<file path="config.mk">
export PLATFORM = sky130hd
export DESIGN_NAME = cpu_ctrl_fsm
export DESIGN_NICKNAME = d
export VERILOG_FILES = /design/src/rtl/cpu_ctrl_fsm.sv
export SDC_FILE = /design/constraint.sdc
export NUM_CORES = 1
export LEC_CHECK = 0
export CAP_MARGIN = 20
export CORE_UTILIZATION = 49
export DETAILED_ROUTE_END_ITERATION = 12
export GPL_ROUTABILITY_DRIVEN = 0
export PLACE_DENSITY = 0.93
export RECOVER_POWER = 100
export SKIP_CTS_REPAIR_TIMING = 1
export SLEW_MARGIN = 40
export SYNTH_ARGS = -nofsm -noshare
export SYNTH_HDL_FRONTEND = slang
export SYNTH_SLANG_ARGS = --single-unit
</file>
<file path="constraint.sdc">
create_clock -name clk -period 3.5 [get_ports clk]
set_clock_uncertainty 0.05 [all_clocks]
set_input_delay 0.7 -clock clk [delete_from_list [all_inputs] [get_ports clk]]
set_output_delay 0.7 -clock clk [all_outputs]
set_load 0.01 [all_outputs]
</file>
<file path="src/rtl/cpu_ctrl_fsm.sv">
// cpu_ctrl_fsm -- multi-cycle fetch/decode control unit for the 16-bit datapath.
//
// Fetches an instruction word over a ready-handshaked memory port into an
// internal IR. It then presents the register-address fields to the downstream
// 5-bit address latches for one cycle and sequences the ALU, memory and
// writeback strobes. Memory waits in FETCH and MEM are bounded by TIMEOUT.
//
// Ports
//   clk          system clock, rising edge
//   reset        asynchronous, active-low
//   instr_in     instruction word, sampled in FETCH when mem_ready=1
//   mem_ready    memory handshake completion (ignored outside FETCH/MEM)
//   mem_req      memory request (FETCH, MEM)
//   mem_we       write qualifier (MEM of a STORE)
//   rdest_addr   IR[9:5] to the rdest address latch
//   rsrc_addr    IR[4:0] to the rsrc address latch
//   addr_en      load enable for both address latches (DECODE only)
//   imm5         IR[4:0] as immediate
//   alu_op       ALU function (EXEC only, else 0)
//   alu_src_imm  ALU B operand select (EXEC of ADDI)
//   wb_en        register-file write strobe (WB)
//   pc_en        PC increment strobe (WB)
//   halted       high in HALT
//   illegal_op   one-cycle pulse in DECODE on an unknown opcode
//   mem_err      one-cycle pulse when a memory wait times out
//
// Parameters
//   TIMEOUT      max wait cycles for mem_ready; 0 disables the timeout
//   CNTW         wait counter width, must hold TIMEOUT

module cpu_ctrl_fsm #(
  parameter int TIMEOUT = 15,
  parameter int CNTW    = 4
) (
  input  logic        clk,
  input  logic        reset,
  input  logic [15:0] instr_in,
  input  logic        mem_ready,
  output logic        mem_req,
  output logic        mem_we,
  output logic [4:0]  rdest_addr,
  output logic [4:0]  rsrc_addr,
  output logic        addr_en,
  output logic [4:0]  imm5,
  output logic [2:0]  alu_op,
  output logic        alu_src_imm,
  output logic        wb_en,
  output logic        pc_en,
  output logic        halted,
  output logic        illegal_op,
  output logic        mem_err
);

  localparam logic [2:0] S_FETCH  = 3'd0;
  localparam logic [2:0] S_DECODE = 3'd1;
  localparam logic [2:0] S_EXEC   = 3'd2;
  localparam logic [2:0] S_MEM    = 3'd3;
  localparam logic [2:0] S_WB     = 3'd4;
  localparam logic [2:0] S_HALT   = 3'd5;

  localparam logic [5:0] OP_NOP   = 6'b000000;
  localparam logic [5:0] OP_ADD   = 6'b000001;
  localparam logic [5:0] OP_SUB   = 6'b000010;
  localparam logic [5:0] OP_AND   = 6'b000011;
  localparam logic [5:0] OP_OR    = 6'b000100;
  localparam logic [5:0] OP_ADDI  = 6'b000101;
  localparam logic [5:0] OP_LOAD  = 6'b001000;
  localparam logic [5:0] OP_STORE = 6'b001001;
  localparam logic [5:0] OP_HALT  = 6'b111111;

  localparam bit            TMO_EN = (TIMEOUT != 0);
  localparam logic [CNTW-1:0] TMO  = CNTW'(TIMEOUT);

  logic [2:0]      state, state_nxt;
  logic [15:0]     ir;
  logic [CNTW-1:0] cnt;
  // Remembers that the MEM phase was abandoned so WB suppresses the write.
  logic            mem_abort;

  logic [5:0] opcode;
  assign opcode = ir[15:10];

  // Opcode classification
  logic       op_alu, op_imm, op_load, op_store, op_halt, op_nop, op_ill, op_wr;
  logic [2:0] op_fn;

  always_comb begin
    op_alu   = 1'b0;
    op_imm   = 1'b0;
    op_load  = 1'b0;
    op_store = 1'b0;
    op_halt  = 1'b0;
    op_nop   = 1'b0;
    op_ill   = 1'b0;
    op_fn    = 3'b000;
    case (opcode)
      OP_NOP:   op_nop   = 1'b1;
      OP_ADD:   begin op_alu = 1'b1; op_fn = 3'b000; end
      OP_SUB:   begin op_alu = 1'b1; op_fn = 3'b001; end
      OP_AND:   begin op_alu = 1'b1; op_fn = 3'b010; end
      OP_OR:    begin op_alu = 1'b1; op_fn = 3'b011; end
      OP_ADDI:  begin op_alu = 1'b1; op_fn = 3'b000; op_imm = 1'b1; end
      OP_LOAD:  op_load  = 1'b1;
      OP_STORE: op_store = 1'b1;
      OP_HALT:  op_halt  = 1'b1;
      default:  op_ill   = 1'b1;
    endcase
    op_wr = op_alu | op_load;
  end

  // Wait handling shared by FETCH and MEM. A ready in the same cycle as
  // the counter reaching TIMEOUT completes normally.
  logic waiting, tmo_hit;
  assign waiting = (state == S_FETCH) || (state == S_MEM);
  assign tmo_hit = TMO_EN && waiting && !mem_ready && (cnt == TMO);

  always_comb begin
    state_nxt = state;
    case (state)
      S_FETCH:  if (mem_ready) state_nxt = S_DECODE;
      S_DECODE: begin
        if (op_halt)               state_nxt = S_HALT;
        else if (op_nop || op_ill) state_nxt = S_WB;
        else                       state_nxt = S_EXEC;
      end
      S_EXEC:   state_nxt = (op_load || op_store) ? S_MEM : S_WB;
      S_MEM:    if (mem_ready || tmo_hit) state_nxt = S_WB;
      S_WB:     state_nxt = S_FETCH;
      S_HALT:   state_nxt = S_HALT;
      default:  state_nxt = S_FETCH;
    endcase
  end

  always_ff @(posedge clk or negedge reset) begin
    if (!reset) begin
      state     <= S_FETCH;
      ir        <= '0;
      cnt       <= '0;
      mem_abort <= 1'b0;
    end else begin
      state <= state_nxt;
      if (state == S_FETCH && mem_ready) ir <= instr_in;
      if (waiting) begin
        if (mem_ready || tmo_hit) cnt <= '0;
        else                      cnt <= cnt + 1'b1;
      end
      if (state == S_MEM && tmo_hit) mem_abort <= 1'b1;
      else if (state == S_WB)        mem_abort <= 1'b0;
    end
  end

  // Outputs. mem_req is gated by reset so nothing is requested while the
  // unit is held in reset, even though the state register already reads FETCH.
  assign mem_req     = waiting && reset;
  assign mem_we      = (state == S_MEM) && op_store;
  assign rdest_addr  = ir[9:5];
  assign rsrc_addr   = ir[4:0];
  assign imm5        = ir[4:0];
  assign addr_en     = (state == S_DECODE);
  assign alu_op      = (state == S_EXEC) ? op_fn : 3'b000;
  assign alu_src_imm = (state == S_EXEC) && op_imm;
  assign wb_en       = (state == S_WB) && op_wr && !mem_abort;
  assign pc_en       = (state == S_WB);
  assign halted      = (state == S_HALT);
  assign illegal_op  = (state == S_DECODE) && op_ill;
  assign mem_err     = tmo_hit;

endmodule

</file>
==> results of run 1 <==
layout by cell type (no fill, tap or decap), types with 2 or more instances in the layout:
cell type / synthesis / layout
clkbuf_4: 0 / 3
clkdlybuf4s50_1: 0 / 17
o31ai_1: 2 / 2
a21oi_1: 6 / 6
nand2_1: 9 / 9
nor2_1: 12 / 12
o21ai_0: 9 / 10
o31a_1: 2 / 2
mux2_2: 15 / 15
inv_1: 5 / 5
nor3_1: 3 / 4
dlygate4sd3_1: 0 / 27
a31oi_1: 2 / 2
nand2b_1: 2 / 2
dfrtp_1: 24 / 24
nand4_1: 2 / 2
clkbuf_1: 6 / 2
nand3_1: 3 / 3
kinds of logic (layout without fill, tap and decap cells):
kind of cell             Yosys count  count (layout)
AO/OA/AOI/OAI                     28              28
flip-flops                        24              24
XOR/XNOR                           1               1
adder cells (fa/ha/maj)            1               1
multiplexers                      15              15
other                              1               1
buffers and inverters             31              54
AND/OR/NAND/NOR                   44              44
final cells by class:
class / count / area [sq um] / area share (%)
multi-input combinational: 90 / 605.6 / 34.92
sequential: 24 / 600.6 / 34.63
timing repair buffer: 46 / 447.9 / 25.83
tap: 31 / 38.79 / 2.237
clock buffer: 3 / 22.52 / 1.299
inverter: 5 / 18.77 / 1.082
state kept, by name (all words and copies together) (netlist names):
register and flops:
mem_abort 1, state 3, cnt 4, ir 16
synthesized netlist by cell type, drive strengths merged (2+ instances only):
| library cell | instances |
|---|---|
| o31a | 2 |
| inv | 5 |
| nand3 | 3 |
| nor2 | 12 |
| nor3 | 4 |
| nor2b | 2 |
| o21ai | 10 |
| a21oi | 6 |
| buf | 20 |
| nand2 | 9 |
| a31oi | 2 |
| nand2b | 2 |
| o31ai | 2 |
| nand4 | 2 |
| mux2 | 15 |
| clkbuf | 6 |
| dfrtp | 24 |
worst max path at each step:
stage | slack [ns] | endpoint | cells after the start | start
detailed placement | 0.70 | mem_err | 3 | mem_ready
global placement | 0.71 | mem_err | 3 | mem_ready
floorplan | 1.46 | mem_err | 5 | state[0]
finish | 0.29 | mem_err | 4 | state[1]
global route | 0.14 | mem_err | 4 | state[1]
CTS | 0.36 | mem_err | 4 | state[1]
report_power, final:
part	internal (uW)	leakage [uW]	switching (uW)
Combinational	379	0.000424	309
Sequential	402	0.000295	165
Clock	40.4	0.0000138	78.5
metrics by stage:
stage / std cells / area (sq um)
6_report: 199 / 1734
5_1_grt: 199 / 1734
4_1_cts: 199 / 1750
3_5_place_dp: 196 / 1728
3_3_place_gp: 196 / 1728
2_1_floorplan: 145 / 1411
routing by layer:
layer / wire length (microns) / global-route usage, % / vias to the layer above
met5: 0 / 0 / -
met4: 58 / 10.00 / 0
li1: - / - / 538
met3: 160 / 3.953 / 7
met2: 1494 / 34.25 / 52
met1: 1177 / 23.12 / 542
==> metrics.md, run 1 <==
| Metric | Value |
|---|---|
| Status | `completed` |
| CTS Buf Count | `3` |
| Area contributors post-synth | `dfrtp_1, mux2_2, buf_4` |
| Setup WS pre-CTS | `0.6995 ns` |
| All-Layer GR Usage | `19.75%` |
| Hold Path Class | `flop to flop` |
| Critical R2R Capture | `ir[5]` |
| Max-cap viol count | `0` |
| Initial Utilization | `51.62%` |
| Leak pwr | `0.0007320 uW` |
| Critical hold path startpoint | `ir[7]` |
| HPWL Detailed | `2.177 mm` |
| Hold Slack | `0.4626 ns` |
| Mapped Nets | `165` |
| Core area | `0.002734 sq mm` |
| R2R cell count | `4` |
| Die area | `0.003099 sq mm` |
| Least-Margin Pin Slew | `1.314 ns` |
| DRT antenna net count | `0` |
| # nets final | `190` |
| # fillers | `235` |
| Max_slew headroom | `12.41%` |
| Min Tclk post-route | `3.208 ns` |
| Residual DRC count | `0` |
| Seq/Total Area, Yosys | `42.55%` |
| CP peak stage delay | `0.59 ns` |
| H-tree lvl count | `1` |
| CP Capture Type | `output pin` |
| Post-synthesis adder-cell area fraction | `0.8865%` |
| Share of post-route cells with drive strength above 1 | `11.31%` |
| Mapped Area | `0.001411 sq mm` |
| Multiplexer share of the synthesized area | `11.97%` |
| Top cell type's share of synthesized area | `42.55%` |
| Worst-Skew Late Latency | `0.31 ns` |
| Synth Register Bits | `24` |
| Antenna violations before repair | `0` |
| Fin. Hold Viols | `0` |
| First-pass GRT wire length | `4.809 mm` |
| Layout Utilization | `63.43%` |
| Yosys cell types | `41` |
| Per-cell routed wire length | `14.53 microns` |
| # diodes | `0` |
| Clock Sinks | `24` |
| Vias in the first global route | `1,135` |
| Final wirelength | `2.891 mm` |
| Row cnt | `19` |
| DR vias | `1,139` |
| Remaining global-route overflow | `0` |
| Final setup viols | `0` |
| Via/cell ratio | `5.724` |
| CTS tree | `built` |
| Largest family of logic cells by synthesized area | `simple AND/OR/NAND/NOR gates` |
| Synthesized area per cell | `9.733 sq um` |
| WP data required | `2.75 ns` |
| Crit path arrival time | `2.46 ns` |
| Worst-path fanout max | `16` |
| Tcrit/Tclk final | `91.67%` |
| Ys flop type | `dfrtp_1` |
| Setup TNS | `0 ns` |
| Power, Total | `1375 uW` |
| Die Wd | `55.67 microns` |
| Power Dens Cells | `792.7 mW/mm^2` |
| Area delta synth->final | `22.87%` |
| Ports | `46` |
| Slew Limit Fails | `0` |
| Root buffer cell | `clkbuf_4` |
| CP Launch Type | `flop` |
| Largest net degree at the start of global routing | `25` |
| Flop2flop setup slack | `1.29 ns` |
| Input/output buffers | `44` |
| Synth Area in Compound Gates | `12.85%` |
| Hold Crit Depth | `1` |
| Post-synth EDFFs | `0` |
| Die H | `55.67 microns` |
| WP buf/inv | `1` |
| Post-Synth XOR/XNOR Area | `0.6206%` |
| Fraction of registers with async set/reset | `100.0%` |
| CP max-delay cell | `clkdlybuf4s50_1` |
| Clk slew on worst S/H paths | `0.12 ns` |
| Peak Freq | `311.7 MHz` |
| Clk buf depth | `2` |
| RSZ-0062 raised after global routing | `no` |
| Mapped Cells | `145` |
| Final worst setup slack | `0.2916 ns` |
| Peak supply drop | `0.0005328 V` |
| Hold Path End | `ir[7]` |
| Synthesis Warnings | `0` |
| Critical R2R Launch | `state[1]` |
| Yosys top cell by area | `dfrtp_1` |
| CP delay by family, top | `simple AND/OR/NAND/NOR gates` |
| Iteration-0 DRC Markers | `37` |
| Post-synthesis simple-gate area fraction | `16.93%` |
| CP Cell Sequence | `and2b_1 > or3_1 > nor3_1 > clkdlybuf4s50_1` |
| Critical path type | `flop to output pin` |
| First-pass DRT Iterations | `4` |
Power figures use the tool's default switching activity.
==> inputs of run 2 (changes only) <==
--- a/config.mk
+++ b/config.mk
@@ -12,7 +12,7 @@
 export PLACE_DENSITY = 0.93
 export RECOVER_POWER = 100
 export SKIP_CTS_REPAIR_TIMING = 1
-export SLEW_MARGIN = 40
+export SLEW_MARGIN = 20
 export SYNTH_ARGS = -nofsm -noshare
 export SYNTH_HDL_FRONTEND = slang
 export SYNTH_SLANG_ARGS = --single-unit
==> results of run 2 <==
Final layout, timing and power as in run 1 (identical DEF).
==> inputs of run 3 (changes only) <==
--- a/config.mk
+++ b/config.mk
@@ -9,8 +9,9 @@
 export CORE_UTILIZATION = 49
 export DETAILED_ROUTE_END_ITERATION = 12
 export GPL_ROUTABILITY_DRIVEN = 0
+export MAX_ROUTING_LAYER = met4
 export PLACE_DENSITY = 0.93
-export RECOVER_POWER = 100
+export RECOVER_POWER = 50
 export SKIP_CTS_REPAIR_TIMING = 1
 export SLEW_MARGIN = 20
 export SYNTH_ARGS = -nofsm -noshare
==> metrics.md, run 3 (synthesized netlist as in run 1, its figures left out) <==
| Metric | Value |
|---|---|
| All-Layer GR Usage | `20.32% (was 19.75%)` |
| Max reg flops | `16 (unchanged)` |
| CTS Buf Count | `3 (unchanged)` |
| Worst-path fanout max | `16 (unchanged)` |
| Row cnt | `19 (unchanged)` |
| Tcrit/Tclk final | `91.58% (was 91.67%)` |
| GRT busiest layer | `met2 (unchanged)` |
| Most frequent cells in the layout | `clkdlybuf4s50_1, dfrtp_1, mux2_2, nor2_1, o21ai_0 (was dlygate4sd3_1, dfrtp_1, clkdlybuf4s50_1, mux2_2, nor2_1)` |
| Root buffer cell | `clkbuf_4 (unchanged)` |
| # diodes | `0 (unchanged)` |
| Least-Margin Pin Slew | `1.291 ns (was 1.314 ns)` |
| Remaining global-route overflow | `0 (unchanged)` |
| Vias in the first global route | `1,135 (unchanged)` |
| H-tree lvl count | `1 (unchanged)` |
| Final setup viols | `0 (unchanged)` |
| WP data required | `2.75 ns (about the same)` |
| Clk slew on worst S/H paths | `0.12 ns (about the same)` |
| Met1 Use GR | `23.12% (unchanged)` |
| Max-cap viol count | `0 (unchanged)` |
| Die Wd | `55.67 microns (unchanged)` |
| M2 GR Usage | `34.25% (unchanged)` |
| Ports | `46 (unchanged)` |
| Crit path arrival time | `2.46 ns (about the same)` |
| CP max-delay cell | `clkdlybuf4s50_1 (unchanged)` |
| Antenna violations before repair | `0 (unchanged)` |
| Comb pwr share | `51.1% (was 50.1%)` |
| Area delta synth->final | `22.87% (unchanged)` |
| Core area | `0.002734 sq mm (unchanged)` |
| Cell Int Power | `854.4 uW (was 822.0 uW)` |
| Top reg by flops | `ir (unchanged)` |
| Hold Slack | `0.4635 ns (was 0.4626 ns)` |
| Residual DRC count | `0 (unchanged)` |
| RSZ-0062 raised after global routing | `no (unchanged)` |
| CP Cell Sequence | `and2b_1 > or3_1 > nor3_1 > clkdlybuf4s50_1 (unchanged)` |
| # nets final | `190 (unchanged)` |
| Input/output buffers | `44 (unchanged)` |
| Most common cell after layout, fill and taps aside | `clkdlybuf4s50_1 (was dlygate4sd3_1)` |
| Power Dens Cells | `812.5 mW/mm^2 (was 792.7 mW/mm^2)` |
| Layout Utilization | `63.43% (unchanged)` |
| Initial Utilization | `51.62% (unchanged)` |
| CP delay by family, top | `simple AND/OR/NAND/NOR gates (unchanged)` |
| Sw Share | `39.37% (was 40.20%)` |
| Met3 Usage GRT | `3.953% (unchanged)` |
| CP peak stage delay | `0.59 ns (about the same)` |
| Fin. Hold Viols | `0 (unchanged)` |
| Sequential share of power | `40.4% (was 41.3%)` |
| # fillers | `235 (unchanged)` |
| Via/cell ratio | `5.759 (was 5.724)` |
| Min Tclk post-route | `3.205 ns (was 3.208 ns)` |
| CP Capture Type | `output pin (unchanged)` |
| Clk pwr share | `8.5% (was 8.6%)` |
| Largest net degree at the start of global routing | `25 (unchanged)` |
| Die area | `0.003099 sq mm (unchanged)` |
| CTS tree | `built (unchanged)` |
| CP Launch Type | `flop (unchanged)` |
| Largest registers | `ir (16), cnt (4), state (3) (unchanged)` |
| Worst-Skew Late Latency | `0.32 ns (was 0.31 ns)` |
| Slew Limit Fails | `0 (unchanged)` |
| Max_slew headroom | `13.93% (was 12.41%)` |
| Peak Freq | `312.0 MHz (was 311.7 MHz)` |
| Status | `completed (unchanged)` |
| Per-cell routed wire length | `14.34 microns (was 14.53 microns)` |
| Iteration-0 DRC Markers | `40 (was 37)` |
| Clk buf depth | `2 (unchanged)` |
| Peak supply drop | `0.0005364 V (was 0.0005328 V)` |
| Critical path type | `flop to output pin (unchanged)` |
| DRT antenna net count | `0 (unchanged)` |
| First-pass DRT Iterations | `4 (unchanged)` |
| HPWL Detailed | `2.177 mm (unchanged)` |
| WP buf/inv | `1 (unchanged)` |
| First-pass GRT wire length | `4.816 mm (was 4.809 mm)` |
| Share of post-route cells with drive strength above 1 | `11.31% (unchanged)` |
| DR vias | `1,146 (was 1,139)` |
| Leak pwr | `0.0006982 uW (was 0.0007320 uW)` |
| Sw power | `554.7 uW (was 552.6 uW)` |
| Hold Path Class | `flop to flop (unchanged)` |
| Clock Sinks | `24 (unchanged)` |
| Final wirelength | `2.854 mm (was 2.891 mm)` |
| Die H | `55.67 microns (unchanged)` |
| Setup TNS | `0 ns (unchanged)` |
-- run 3: changes by cell type in the layout (fill, tap and decap cells not counted) --
| cell | before | now |
|---|---|---|
| and2_1 | 0 | 1 |
| and2_0 | 1 | 0 |
| dlygate4sd3_1 | 27 | 7 |
| clkdlybuf4s50_1 | 17 | 37 |
-- run 3: final timing paths --
kind                           from  depth (start not counted)  endpoint  slack (ns)
max                        state[1]                          4   mem_err        0.29
min                           ir[7]                          1     ir[7]        0.46
max reg2reg                state[1]                          4     ir[5]        1.31
min reg2reg                   ir[7]                          1     ir[7]        0.46
max in group asynchronous     reset                          2    cnt[1]        1.44
min in group asynchronous     reset                          2     ir[2]        1.20
-- run 3: final cells by class --
cell class,count,area [sq um],share of cell area (%)
multi-input combinational,90,605.6,34.92
sequential,24,600.6,34.63
timing repair buffer,46,447.9,25.83
tap,31,38.79,2.237
clock buffer,3,22.52,1.299
inverter,5,18.77,1.082
-- run 3: per-stage QoR --
| step | power (uW) | worst slack (ns) | instance area (sq um) | cells |
|---|---|---|---|---|
| floorplan | 1136 | 1.455 | 1411 | 145 |
| global placement | 1270 | 0.7145 | 1728 | 196 |
| detailed placement | 1320 | 0.6995 | 1728 | 196 |
| CTS | 1442 | 0.3600 | 1750 | 199 |
| global route | 1509 | 0.1417 | 1734 | 199 |
| finish | 1409 | 0.2946 | 1734 | 199 |
-- run 3: per-layer routing --
metal	part of all wire (%)	up-vias
li1	-	540
met1	41	543
met2	51	54
met3	5.4	9
met4	2.2	0
met5	0	-
-- run 3: worst register-to-register path: stages (launching register included) --
cell      delay (ns)
dfrtp_1         0.57
nor2b_1         0.22
and2_1          0.14
clkbuf_1        0.68
mux2_2          0.42
-- run 3: power groups by stage --
stage,clock (uW),combinational (uW),sequential (uW)
finish,120,720,569
global route,130,784,594
CTS,127,747,568
detailed placement,0,746,573
global placement,0,711,559
floorplan,0,661,476
